**src/rtl/lc3b_control_if.sv**
```systemverilog
// Control bundle between the LC-3b multicycle controller and its datapath.
// The controller side (master) consumes decoded IR fields and memory status and drives every enable/select.
interface lc3b_control_if;
    logic [3:0] opcode;
    logic       ir11;
    logic       ir5;
    logic       ir4;
    logic       branch_enable;
    logic       mem_resp;
    logic       mar0;

    logic       load_pc;
    logic       load_ir;
    logic       load_regfile;
    logic       load_mar;
    logic       load_mdr;
    logic       load_cc;
    logic [1:0] pcmux_sel;
    logic [1:0] marmux_sel;
    logic [1:0] adjmux_sel;
    logic [2:0] regfilemux_sel;
    logic [1:0] alumux_sel;
    logic [2:0] aluop;
    logic       mdrmux_sel;
    logic       storemux_sel;
    logic       destmux_sel;
    logic       mem_read;
    logic       mem_write;
    logic [1:0] mem_byte_enable;
    logic       err;

    modport master (
        input  opcode, ir11, ir5, ir4, branch_enable, mem_resp, mar0,
        output load_pc, load_ir, load_regfile, load_mar, load_mdr, load_cc,
               pcmux_sel, marmux_sel, adjmux_sel, regfilemux_sel, alumux_sel, aluop,
               mdrmux_sel, storemux_sel, destmux_sel, mem_read, mem_write,
               mem_byte_enable, err
    );

    modport slave (
        output opcode, ir11, ir5, ir4, branch_enable, mem_resp, mar0,
        input  load_pc, load_ir, load_regfile, load_mar, load_mdr, load_cc,
               pcmux_sel, marmux_sel, adjmux_sel, regfilemux_sel, alumux_sel, aluop,
               mdrmux_sel, storemux_sel, destmux_sel, mem_read, mem_write,
               mem_byte_enable, err
    );
endinterface

```
**src/rtl/lc3b_control.sv**
```systemverilog
// Multicycle Moore control FSM for the LC-3b datapath, with an optional memory-response watchdog.
//
//   state       | meaning
//   S_FETCH1    | MAR <- PC, PC <- PC+2
//   S_FETCH2    | instruction read, wait for mem_resp
//   S_FETCH3    | IR <- MDR
//   S_DECODE    | dispatch on opcode
//   S_ADD/AND/NOT/SHF/LEA | single-cycle ALU / address write-back
//   S_BR, S_JMP | PC update (BR only when branch taken)
//   S_NOP       | RTI, no action
//   S_JSR1/2    | R7 <- PC, then PC <- PC+off11 or base reg
//   S_CALC_ADDR | MAR <- base + offset for loads/stores
//   S_IND_RD    | pointer read for LDI/STI
//   S_INDIR     | MAR <- MDR
//   S_MEM_RD    | data read (loads, TRAP vector)
//   S_LD_WB     | register write-back from MDR
//   S_ST_DATA   | MDR <- store source register
//   S_MEM_WR    | data write, wait for mem_resp
//   S_TRAP1/2/3 | R7 <- PC, MAR <- trapvect, PC <- MDR
//   S_ERROR     | watchdog expired, everything off until reset
module lc3b_control #(
    parameter int MEM_TIMEOUT = 0
) (
    input logic            clk,
    input logic            rst_n,
    lc3b_control_if.master bus
);

    localparam logic [3:0] OP_BR   = 4'b0000;
    localparam logic [3:0] OP_ADD  = 4'b0001;
    localparam logic [3:0] OP_LDB  = 4'b0010;
    localparam logic [3:0] OP_STB  = 4'b0011;
    localparam logic [3:0] OP_JSR  = 4'b0100;
    localparam logic [3:0] OP_AND  = 4'b0101;
    localparam logic [3:0] OP_LDR  = 4'b0110;
    localparam logic [3:0] OP_STR  = 4'b0111;
    localparam logic [3:0] OP_RTI  = 4'b1000;
    localparam logic [3:0] OP_NOT  = 4'b1001;
    localparam logic [3:0] OP_LDI  = 4'b1010;
    localparam logic [3:0] OP_STI  = 4'b1011;
    localparam logic [3:0] OP_JMP  = 4'b1100;
    localparam logic [3:0] OP_SHF  = 4'b1101;
    localparam logic [3:0] OP_LEA  = 4'b1110;
    localparam logic [3:0] OP_TRAP = 4'b1111;

    localparam int WD_W = (MEM_TIMEOUT > 1) ? $clog2(MEM_TIMEOUT) : 1;
    localparam logic [WD_W-1:0] WD_LOAD = WD_W'((MEM_TIMEOUT > 0) ? MEM_TIMEOUT - 1 : 0);

    typedef enum logic [4:0] {
        S_FETCH1, S_FETCH2, S_FETCH3, S_DECODE,
        S_ADD, S_AND, S_NOT, S_SHF, S_LEA, S_BR, S_JMP, S_NOP,
        S_JSR1, S_JSR2,
        S_CALC_ADDR, S_IND_RD, S_INDIR, S_MEM_RD, S_LD_WB,
        S_ST_DATA, S_MEM_WR,
        S_TRAP1, S_TRAP2, S_TRAP3,
        S_ERROR
    } state_t;

    state_t          state, next_state;
    logic [WD_W-1:0] wd_cnt;
    logic            mem_wait;
    logic            wd_expired;
    logic            is_byte;

    assign mem_wait   = (state == S_FETCH2) || (state == S_IND_RD) ||
                        (state == S_MEM_RD) || (state == S_MEM_WR);
    // Down-counter reaches terminal count on the MEM_TIMEOUT-th wait cycle.
    assign wd_expired = (MEM_TIMEOUT > 0) && (wd_cnt == '0) && !bus.mem_resp;
    assign is_byte    = (bus.opcode == OP_LDB) || (bus.opcode == OP_STB);

    always_ff @(posedge clk) begin
        if (!rst_n) begin
            state  <= S_FETCH1;
            wd_cnt <= WD_LOAD;
        end else begin
            state <= next_state;
            if (mem_wait && (next_state == state))
                wd_cnt <= wd_cnt - WD_W'(1);
            else
                wd_cnt <= WD_LOAD;
        end
    end

    always_comb begin
        next_state          = state;
        bus.load_pc         = 1'b0;
        bus.load_ir         = 1'b0;
        bus.load_regfile    = 1'b0;
        bus.load_mar        = 1'b0;
        bus.load_mdr        = 1'b0;
        bus.load_cc         = 1'b0;
        bus.pcmux_sel       = 2'd0;
        bus.marmux_sel      = 2'd0;
        bus.adjmux_sel      = 2'd0;
        bus.regfilemux_sel  = 3'd0;
        bus.alumux_sel      = 2'd0;
        bus.aluop           = 3'd0;
        bus.mdrmux_sel      = 1'b0;
        bus.storemux_sel    = 1'b0;
        bus.destmux_sel     = 1'b0;
        bus.mem_read        = 1'b0;
        bus.mem_write       = 1'b0;
        bus.mem_byte_enable = 2'b11;
        bus.err             = 1'b0;

        case (state)
            S_FETCH1: begin
                bus.load_mar   = 1'b1;
                bus.marmux_sel = 2'd1;
                bus.load_pc    = 1'b1;
                next_state     = S_FETCH2;
            end
            S_FETCH2: begin
                bus.mem_read = 1'b1;
                bus.load_mdr = 1'b1;
                if (bus.mem_resp)   next_state = S_FETCH3;
                else if (wd_expired) next_state = S_ERROR;
            end
            S_FETCH3: begin
                bus.load_ir = 1'b1;
                next_state  = S_DECODE;
            end
            S_DECODE: begin
                case (bus.opcode)
                    OP_BR:   next_state = S_BR;
                    OP_ADD:  next_state = S_ADD;
                    OP_AND:  next_state = S_AND;
                    OP_NOT:  next_state = S_NOT;
                    OP_SHF:  next_state = S_SHF;
                    OP_LEA:  next_state = S_LEA;
                    OP_JMP:  next_state = S_JMP;
                    OP_RTI:  next_state = S_NOP;
                    OP_JSR:  next_state = S_JSR1;
                    OP_TRAP: next_state = S_TRAP1;
                    default: next_state = S_CALC_ADDR;
                endcase
            end
            S_ADD, S_AND, S_NOT: begin
                bus.load_regfile = 1'b1;
                bus.load_cc      = 1'b1;
                bus.alumux_sel   = {1'b0, bus.ir5};
                bus.aluop        = (state == S_ADD) ? 3'd0 : (state == S_AND) ? 3'd1 : 3'd2;
                next_state       = S_FETCH1;
            end
            S_SHF: begin
                bus.load_regfile = 1'b1;
                bus.load_cc      = 1'b1;
                bus.alumux_sel   = 2'd2;
                bus.aluop        = !bus.ir4 ? 3'd4 : (bus.ir5 ? 3'd6 : 3'd5);
                next_state       = S_FETCH1;
            end
            S_LEA: begin
                bus.adjmux_sel     = 2'd1;
                bus.regfilemux_sel = 3'd3;
                bus.load_regfile   = 1'b1;
                bus.load_cc        = 1'b1;
                next_state         = S_FETCH1;
            end
            S_BR: begin
                if (bus.branch_enable) begin
                    bus.load_pc    = 1'b1;
                    bus.pcmux_sel  = 2'd1;
                    bus.adjmux_sel = 2'd1;
                end
                next_state = S_FETCH1;
            end
            S_JMP: begin
                bus.load_pc   = 1'b1;
                bus.pcmux_sel = 2'd2;
                next_state    = S_FETCH1;
            end
            S_NOP: next_state = S_FETCH1;
            S_JSR1, S_TRAP1: begin
                bus.destmux_sel    = 1'b1;
                bus.regfilemux_sel = 3'd2;
                bus.load_regfile   = 1'b1;
                next_state         = (state == S_JSR1) ? S_JSR2 : S_TRAP2;
            end
            S_JSR2: begin
                bus.load_pc = 1'b1;
                if (bus.ir11) begin
                    bus.pcmux_sel  = 2'd1;
                    bus.adjmux_sel = 2'd2;
                end else begin
                    bus.pcmux_sel  = 2'd2;
                end
                next_state = S_FETCH1;
            end
            S_CALC_ADDR: begin
                bus.load_mar   = 1'b1;
                bus.adjmux_sel = is_byte ? 2'd3 : 2'd0;
                if ((bus.opcode == OP_LDI) || (bus.opcode == OP_STI)) next_state = S_IND_RD;
                else if ((bus.opcode == OP_LDR) || (bus.opcode == OP_LDB)) next_state = S_MEM_RD;
                else next_state = S_ST_DATA;
            end
            S_IND_RD: begin
                bus.mem_read = 1'b1;
                bus.load_mdr = 1'b1;
                if (bus.mem_resp)   next_state = S_INDIR;
                else if (wd_expired) next_state = S_ERROR;
            end
            S_INDIR: begin
                bus.load_mar   = 1'b1;
                bus.marmux_sel = 2'd3;
                next_state     = (bus.opcode == OP_LDI) ? S_MEM_RD : S_ST_DATA;
            end
            S_MEM_RD: begin
                bus.mem_read = 1'b1;
                bus.load_mdr = 1'b1;
                if (bus.mem_resp)   next_state = (bus.opcode == OP_TRAP) ? S_TRAP3 : S_LD_WB;
                else if (wd_expired) next_state = S_ERROR;
            end
            S_LD_WB: begin
                bus.load_regfile   = 1'b1;
                bus.load_cc        = 1'b1;
                bus.regfilemux_sel = (bus.opcode == OP_LDB) ? 3'd4 : 3'd1;
                next_state         = S_FETCH1;
            end
            S_ST_DATA: begin
                bus.storemux_sel = 1'b1;
                bus.aluop        = 3'd3;
                bus.mdrmux_sel   = 1'b1;
                bus.load_mdr     = 1'b1;
                next_state       = S_MEM_WR;
            end
            S_MEM_WR: begin
                bus.mem_write = 1'b1;
                if (bus.opcode == OP_STB)
                    bus.mem_byte_enable = bus.mar0 ? 2'b10 : 2'b01;
                if (bus.mem_resp)   next_state = S_FETCH1;
                else if (wd_expired) next_state = S_ERROR;
            end
            S_TRAP2: begin
                bus.load_mar   = 1'b1;
                bus.marmux_sel = 2'd2;
                next_state     = S_MEM_RD;
            end
            S_TRAP3: begin
                bus.load_pc   = 1'b1;
                bus.pcmux_sel = 2'd3;
                next_state    = S_FETCH1;
            end
            S_ERROR: begin
                bus.mem_byte_enable = 2'b00;
                bus.err             = 1'b1;
            end
            default: next_state = S_FETCH1;
        endcase
    end

endmodule

```
**src/flat_wrapper.sv**
```systemverilog
// flat-port wrapper written by rule: the top's interface ports become plain ports
module lc3b_control_flat 
#(
    parameter int MEM_TIMEOUT = 0
)
  (clk, rst_n, bus_opcode, bus_ir11, bus_ir5, bus_ir4, bus_branch_enable, bus_mem_resp, bus_mar0, bus_load_pc, bus_load_ir, bus_load_regfile, bus_load_mar, bus_load_mdr, bus_load_cc, bus_pcmux_sel, bus_marmux_sel, bus_adjmux_sel, bus_regfilemux_sel, bus_alumux_sel, bus_aluop, bus_mdrmux_sel, bus_storemux_sel, bus_destmux_sel, bus_mem_read, bus_mem_write, bus_mem_byte_enable, bus_err);
  lc3b_control_if bus_i ();
  input logic clk;
  input logic rst_n;
  input wire logic [$bits(bus_i.opcode)-1:0] bus_opcode;
  input wire logic [$bits(bus_i.ir11)-1:0] bus_ir11;
  input wire logic [$bits(bus_i.ir5)-1:0] bus_ir5;
  input wire logic [$bits(bus_i.ir4)-1:0] bus_ir4;
  input wire logic [$bits(bus_i.branch_enable)-1:0] bus_branch_enable;
  input wire logic [$bits(bus_i.mem_resp)-1:0] bus_mem_resp;
  input wire logic [$bits(bus_i.mar0)-1:0] bus_mar0;
  output wire logic [$bits(bus_i.load_pc)-1:0] bus_load_pc;
  output wire logic [$bits(bus_i.load_ir)-1:0] bus_load_ir;
  output wire logic [$bits(bus_i.load_regfile)-1:0] bus_load_regfile;
  output wire logic [$bits(bus_i.load_mar)-1:0] bus_load_mar;
  output wire logic [$bits(bus_i.load_mdr)-1:0] bus_load_mdr;
  output wire logic [$bits(bus_i.load_cc)-1:0] bus_load_cc;
  output wire logic [$bits(bus_i.pcmux_sel)-1:0] bus_pcmux_sel;
  output wire logic [$bits(bus_i.marmux_sel)-1:0] bus_marmux_sel;
  output wire logic [$bits(bus_i.adjmux_sel)-1:0] bus_adjmux_sel;
  output wire logic [$bits(bus_i.regfilemux_sel)-1:0] bus_regfilemux_sel;
  output wire logic [$bits(bus_i.alumux_sel)-1:0] bus_alumux_sel;
  output wire logic [$bits(bus_i.aluop)-1:0] bus_aluop;
  output wire logic [$bits(bus_i.mdrmux_sel)-1:0] bus_mdrmux_sel;
  output wire logic [$bits(bus_i.storemux_sel)-1:0] bus_storemux_sel;
  output wire logic [$bits(bus_i.destmux_sel)-1:0] bus_destmux_sel;
  output wire logic [$bits(bus_i.mem_read)-1:0] bus_mem_read;
  output wire logic [$bits(bus_i.mem_write)-1:0] bus_mem_write;
  output wire logic [$bits(bus_i.mem_byte_enable)-1:0] bus_mem_byte_enable;
  output wire logic [$bits(bus_i.err)-1:0] bus_err;
  assign bus_i.opcode = bus_opcode;
  assign bus_i.ir11 = bus_ir11;
  assign bus_i.ir5 = bus_ir5;
  assign bus_i.ir4 = bus_ir4;
  assign bus_i.branch_enable = bus_branch_enable;
  assign bus_i.mem_resp = bus_mem_resp;
  assign bus_i.mar0 = bus_mar0;
  assign bus_load_pc = bus_i.load_pc;
  assign bus_load_ir = bus_i.load_ir;
  assign bus_load_regfile = bus_i.load_regfile;
  assign bus_load_mar = bus_i.load_mar;
  assign bus_load_mdr = bus_i.load_mdr;
  assign bus_load_cc = bus_i.load_cc;
  assign bus_pcmux_sel = bus_i.pcmux_sel;
  assign bus_marmux_sel = bus_i.marmux_sel;
  assign bus_adjmux_sel = bus_i.adjmux_sel;
  assign bus_regfilemux_sel = bus_i.regfilemux_sel;
  assign bus_alumux_sel = bus_i.alumux_sel;
  assign bus_aluop = bus_i.aluop;
  assign bus_mdrmux_sel = bus_i.mdrmux_sel;
  assign bus_storemux_sel = bus_i.storemux_sel;
  assign bus_destmux_sel = bus_i.destmux_sel;
  assign bus_mem_read = bus_i.mem_read;
  assign bus_mem_write = bus_i.mem_write;
  assign bus_mem_byte_enable = bus_i.mem_byte_enable;
  assign bus_err = bus_i.err;
  lc3b_control #(.MEM_TIMEOUT(MEM_TIMEOUT)) u_core (.clk(clk), .rst_n(rst_n), .bus(bus_i));
endmodule
```
**config.mk**
```make
export PLATFORM = sky130hd
export DESIGN_NAME = lc3b_control_flat
export DESIGN_NICKNAME = d
export VERILOG_FILES = /design/src/rtl/lc3b_control_if.sv /design/src/rtl/lc3b_control.sv /design/src/flat_wrapper.sv
export SDC_FILE = /design/constraint.sdc
export NUM_CORES = 1
export LEC_CHECK = 0
export CAP_MARGIN = 20
export CORE_ASPECT_RATIO = 1.5
export CORE_UTILIZATION = 45
export CTS_CLUSTER_DIAMETER = 30
export CTS_CLUSTER_SIZE = 30
export DETAILED_ROUTE_END_ITERATION = 8
export HOLD_SLACK_MARGIN = 0.1
export PLACE_DENSITY = 0.84
export SETUP_SLACK_MARGIN = 0.1
export SYNTH_ARGS = -nofsm -noshare
export SYNTH_HDL_FRONTEND = slang
export SYNTH_SLANG_ARGS = --single-unit
```
**constraint.sdc**
```tcl
create_clock -name clk -period 2.5 [get_ports clk]
set_input_delay 0.75 -clock clk [delete_from_list [all_inputs] [get_ports clk]]
set_output_delay 0.75 -clock clk [all_outputs]
set_load 0.02 [all_outputs]
```
==> results of run 1 <==
## power by group
part           switching [uW]  internal, uW
registers                67.1           109
clock network            32.2          60.3
logic                     567           461
total                     666           630
## Yosys cell counts (2+ instances only)
master	n	area share (%)
nor2_1	22	7.4
nand2_1	17	5.8
buf_2	11	5.0
nand2b_1	11	6.2
a21oi_1	10	4.5
nor3_1	7	3.2
o21ai_1	7	3.2
buf_4	6	4.1
o22ai_1	6	3.4
dfxtp_1	5	9.0
inv_1	4	1.4
nand3b_1	4	2.7
nor2b_1	4	2.3
o21ai_0	4	1.8
nand3_1	3	1.4
nor3b_1	3	2.0
o32ai_1	3	2.4
a22oi_1	2	1.4
a31oi_1	2	1.1
a32o_1	2	1.8
a41oi_1	2	1.6
nand4_1	2	1.1
o211ai_1	2	1.4
or3_1	2	1.1
xor2_1	2	1.6
## per-stage QoR
stage | TNS [ps] | instance area [sq um] | utilization, % | hold WS [ps] | instances
after detailed placement | -7380 | 1790 | 78.3 | 625 | 263
after CTS | 0 | 1810 | 79.0 | 576 | 268
after floorplan | 0 | 1130 | - | 640 | 173
final | 0 | 1800 | 78.5 | 616 | 268
after global routing | 0 | 1800 | 78.5 | 632 | 268
after global placement | -6670 | 1790 | 78.3 | 624 | 263
## what timing repair did
| item | CTS | global route |
|---|---|---|
| gates resized for setup | 116 | 30 |
| cloned | 0 | 0 |
| setup buffers | 1 | 0 |
| pin swaps | 11 | 8 |
| endpoints found under the hold margin | 0 | 0 |
| setup endpoints to repair | 28 | 19 |
## path summary, 6_finish.rpt
kind | start | endpoint | cells past startpoint
worst max register to register | u_core.state[1] | u_core.state[0] | 7
worst max-delay path | bus_opcode[3] | bus_regfilemux_sel[0] | 6
worst min-delay path | u_core.state[2] | u_core.state[2] | 2
worst min register to register | u_core.state[2] | u_core.state[2] | 2
## cells by family after synthesis
group	Yosys count	share of synthesized area [%]
and+or+nand+nor	87	42.4
AOI/OAI and AO/OA	56	35.9
buffers and inverters	23	11.1
DFF	5	9.03
xor gates and xnor gates	2	1.58
## cell type report
type / instances / area share [%]
inverters: 5 / 1.05
flip-flops and latches: 5 / 6.06
repair buffers: 86 / 34.9
multi-input cells: 145 / 54.9
well taps: 23 / 1.60
clock buffers: 4 / 1.46
## worst reg2reg max path, stage by stage (launching register included)
cell	delay, ps
dfxtp_2	410
buf_4	230
and2b_1	230
buf_4	140
o211ai_1	150
o21ai_1	80
o21ai_1	310
o22ai_1	160
## per-layer routing
metal	share of wire [%]	global-route usage, %
met1	36	37.9
met2	53	60.6
met3	7.2	3.76
met4	4.0	15.6
met5	0	0
==> summary.md, run 1 <==
| Metric | Value |
|---|---|
| Synth cell types | 55 |
| CTS tree | built |
| Vias in the first global route | between 1500 and 2000 |
| Critical Path AT | 1690 ps |
| Syn nets | about 190 |
| Post-synthesis cell count | 173 |
| Root Buffer | clkbuf_4 |
| R2r setup slk | 650 ps |
| Final net count | ~260 |
| CP Launch Type | input port |
| Fraction of registers with async set/reset | 0% |
| Hold Fails Final Rpt | 0 |
| Top Ports | 40 |
| Largest net degree at the start of global routing | 16 |
| Drt total wl | 4.52 mm |
| Worst-Skew Late Latency | 240 ps |
| Layout area overhead | 62.0% |
| Hpwl dp | ~3.5 mm |
| Max FFs per register | 5 |
| Leakage | 0.000828 uW |
| FP Rows | 21 |
| Clock buffer count from CTS | 3 |
| RSZ-0062 raised after global routing | yes |
| Slew @ Worst Pin | 363 ps |
| VDD IR max | 0.000516 V |
| Crit-path slowest cell | or3_4 |
| Cts hold-fix bufs | 0 |
| Max Cap Violations | 0 |
| Slew Limit Headroom | between 70% and 80% |
| DRC errors left | 0 |
| Biggest regs | u_core.state: 5 flops |
| Synth Cell Area | 0.00111 sq mm |
| Most frequent cells in the layout | buf_4, nor2_1, nand2_1 |
| Hold Crit Class | reg2reg |
| Final WS setup | 55.5 ps |
| Initial antenna violation count | 0 |
| Type of the worst setup path | in2out |
| CP Max Fanout | 3 |
| Synth Area per Inst | 6.41 sq um |
| Clk_skew | 2.88 ps |
| Biggest register | u_core.state |
| Detailed-route via count | 1704 |
| EDFF count, synth | 0 |
| Core box area | roughly 0.0023 sq mm |
| Crit-path max cell delay | around 350 ps |
| Post-layout min period | 2440 ps |
| # clock sinks | 5 |
| Dpl ws | -741 ps |
| Antenna Nets Post-Route | 0 |
| Worst-path cell chain | buf_6 -> nand2b_4 -> or3_4 -> a21oi_2 -> nor3_1 -> buf_2 |
| Max Fclk | 409 MHz |
| Multi-input combinational cell area | around 990 sq um |
| CP Capture Type | output port |
| Port bufs | 39 |
| Final Cycle Share | 97.8% |
| Layout cell share with drive strength beyond 1 | 44.5% |
| Via density | between 6 and 7 |
| Full die area | 0.00267 sq mm |
| Synth Warn # | 0 |
| Starting DRT DRC Count | 83 |
| H-tree depth | 1 |
| CTS Buffer Depth | 2 |
| # diodes | 0 |
| First-pass GRT wire length | a little over 7 mm |
| Total power draw | 1300 uW |
| Starting Density | 48.5% |
| Sequential fraction of the synthesis area | 9.03% |
| Routed len/inst | 16.9 microns |
| Ys flop type | dfxtp_1 |
| Setup-failing EPs final | 0 |
| PwrDens | 722 mW/mm^2 |
| Fillers | 191 |
| Yosys reg bits | 5 |
| CP delay by family, top | simple AND/OR/NAND/NOR gates |
| Slew Limit Fails | 0 |
| Worst Path Buf+Inv | 2 |
| Grt total ovfl | 0 |
| Chip Width | 42.5 microns |
| GRT Total Usage | 33.6% |
| DIE HEIGHT | 62.8 microns |
| Clock-pin slew on the worst setup and hold paths | 50 ps |
| WP data required | about 1800 ps |
| DR pass1 iterations | 4 |
| Most common cell after layout, fill and taps aside | buf_4 |
| Reg area | 109 sq um |
| Outcome | finished, final reports clean |
| GP Congestion | 0.939 |
Power figures use the tool's default switching activity.
==> inputs of run 2 (changes only) <==
- REMOVE_ABC_BUFFERS: not set -> 1
==> summary.md, run 2 (synthesis results as in run 1) <==
| Metric | Value |
|---|---|
| RSZ-0062 raised after global routing | yes (unchanged) |
| Initial antenna violation count | 0 (unchanged) |
| Starting DRT DRC Count | 92 (was 83) |
| GP Congestion | 1.00 (was 0.939) |
| Slew Limit Fails | 0 (unchanged) |
| Type of the worst setup path | in2out (unchanged) |
| Full die area | 0.00267 sq mm (unchanged) |
| DR pass1 iterations | 5 (was 4) |
| Via density | 6.56 (was 6.36) |
| Antenna Nets Post-Route | 0 (unchanged) |
| VDD IR max | 0.000687 V (was 0.000516 V) |
| Drt total wl | 5.30 mm (was 4.52 mm) |
| Starting Density | 48.5% (unchanged) |
| Hold Fails Final Rpt | 0 (unchanged) |
| CP Max Fanout | 3 (unchanged) |
| Grt met2 use | 73.3% (was 60.6%) |
| Max Fclk | 400 MHz (was 409 MHz) |
| Routed len/inst | 19.3 microns (was 16.9 microns) |
| Largest net degree at the start of global routing | 19 (was 16) |
| Combinational share of power | 81.2% (was 79.3%) |
| Slew Limit Headroom | 74.6% (was 75.6%) |
| Biggest regs | u_core.state: 5 flops (unchanged) |
| Sw Ratio | 51.3% (was 51.4%) |
| Met3 Track Usage GR | 3.76% (unchanged) |
| DRC errors left | 0 (unchanged) |
| Layout cell share with drive strength beyond 1 | 48.8% (was 44.5%) |
| PwrDens | 709 mW/mm^2 (was 722 mW/mm^2) |
| Root Buffer | clkbuf_4 (unchanged) |
| Final TNS setup | 0 ps (unchanged) |
| FP Rows | 21 (unchanged) |
| DIE HEIGHT | 62.8 microns (unchanged) |
| Hold Crit Class | reg2reg (unchanged) |
| Critical Path AT | 1750 ps (was 1690 ps) |
| Post-layout min period | 2500 ps (was 2440 ps) |
| Max Cap Violations | 0 (unchanged) |
| Detailed-route via count | 1805 (was 1704) |
| Vias in the first global route | 1764 (was 1626) |
| Internal power | 665 uW (was 630 uW) |
| # clock sinks | 5 (unchanged) |
| Grt total ovfl | 0 (unchanged) |
| CTS Buffer Depth | 2 (unchanged) |
| H-tree depth | 1 (unchanged) |
| M1 GR Usage | 41.0% (was 37.9%) |
| Clock-pin slew on the worst setup and hold paths | 50 ps (about the same) |
| Chip Width | 42.5 microns (unchanged) |
| Worst-Skew Late Latency | 240 ps (about the same) |
| Outcome | finished, final reports clean (unchanged) |
| Biggest register | u_core.state (unchanged) |
| Leakage | 0.000881 uW (was 0.000828 uW) |
| Final WS setup | 1.18 ps (was 55.5 ps) |
| Hpwl dp | 3.64 mm (was 3.49 mm) |
| Sequential Power Share | 11.7% (was 13.6%) |
| Clk_skew | 1.46 ps (was 2.88 ps) |
| CTS tree | built (unchanged) |
| Clock buffer count from CTS | 3 (unchanged) |
| CP Launch Type | input port (unchanged) |
| Final Cycle Share | 100% (was 97.8%) |
| Layout area overhead | 74.0% (was 62.0%) |
| Max FFs per register | 5 (unchanged) |
| Most common cell after layout, fill and taps aside | buf_4 (unchanged) |
| Clk pwr share | 7.1% (about the same) |
| First-pass GRT wire length | 8.15 mm (was 7.23 mm) |
| Top Ports | 40 (unchanged) |
| Most frequent cells in the layout | buf_4, nor2_1, nand2_1 (unchanged) |
| P_sw | 702 uW (was 666 uW) |
| CP Capture Type | output port (unchanged) |
| Final net count | 265 (was 258) |
| Setup-failing EPs final | 0 (unchanged) |
| Port bufs | 39 (unchanged) |
| WP data required | 1750 ps (about the same) |
| Core box area | 0.00229 sq mm (unchanged) |
| Slew @ Worst Pin | 378 ps (was 363 ps) |
| GRT Total Usage | 38.3% (was 33.6%) |
| # diodes | 0 (unchanged) |
| GR peak layer | met2 (unchanged) |
| Dpl ws | -767 ps (was -741 ps) |
## run 2: changes by cell type in the layout (fill, tap and decap cells not counted), moves of 2 or more
cell,previous run,this run
buf_2,13,9
buf_4,52,57
buf_6,1,5
clkbuf_2,6,9
clkdlybuf4s15_2,0,2
dlygate4sd2_1,8,4
nand2b_4,2,4
nor2_1,20,18
## run 2: path summary, 6_finish.rpt
check | to | startpoint | slack, ps | cells past startpoint
worst min register to register | u_core.state[3] | u_core.state[3] | 530 | 2
worst min-delay path | u_core.state[3] | u_core.state[3] | 530 | 2
worst max-delay path | bus_regfilemux_sel[0] | bus_opcode[3] | 1 | 6
worst max register to register | u_core.state[4] | u_core.state[1] | 620 | 8
## run 2: stage by stage
stage,hold WS (ps),cells,total power (uW),util [%],cell area [sq um]
after floorplan,657,155,651,-,1000
after global placement,486,266,1180,78.9,1800
after detailed placement,521,266,1220,78.9,1800
after CTS,531,271,1300,80.9,1850
after global routing,563,275,1440,84.4,1930
final,530,275,1370,84.4,1930
## run 2: cell type report
class	count	area, sq um
clock buffers	4	26.3
multi-input cells	145	1030
fillers	130	357
repair buffers	93	714
flip-flops and latches	5	111
inverters	5	18.8
well taps	23	28.8
## run 2: critical path, cell delays in order
cell and delay, ps:
buf_6 90, nand2b_4 150, or3_4 370, a21oi_4 170
nor3_2 70, buf_4 150
## run 2: timing repair
action	CTS	global route
cloned	0	0
setup endpoints to repair	28	27
pin swaps	11	12
gates resized for setup	131	44
hold buffers	0	0
setup buffers	1	4
endpoints found under the hold margin	0	0
## run 2: per-layer routing
layer  share of wire, %  wire length, microns
met1                 34                  1820
met5                  0                     0
met4                6.5                   347
met3                6.5                   344
met2                 53                  2800
## run 2: power by group through the flow
stage | combinational (uW) | sequential [uW] | clock, uW
6_report | 1110 | 160 | 97.1
5_1_grt | 1170 | 160 | 105
4_1_cts | 1060 | 150 | 96.9
3_5_place_dp | 1070 | 147 | 0
3_3_place_gp | 1040 | 143 | 0
2_1_floorplan | 433 | 218 | 0
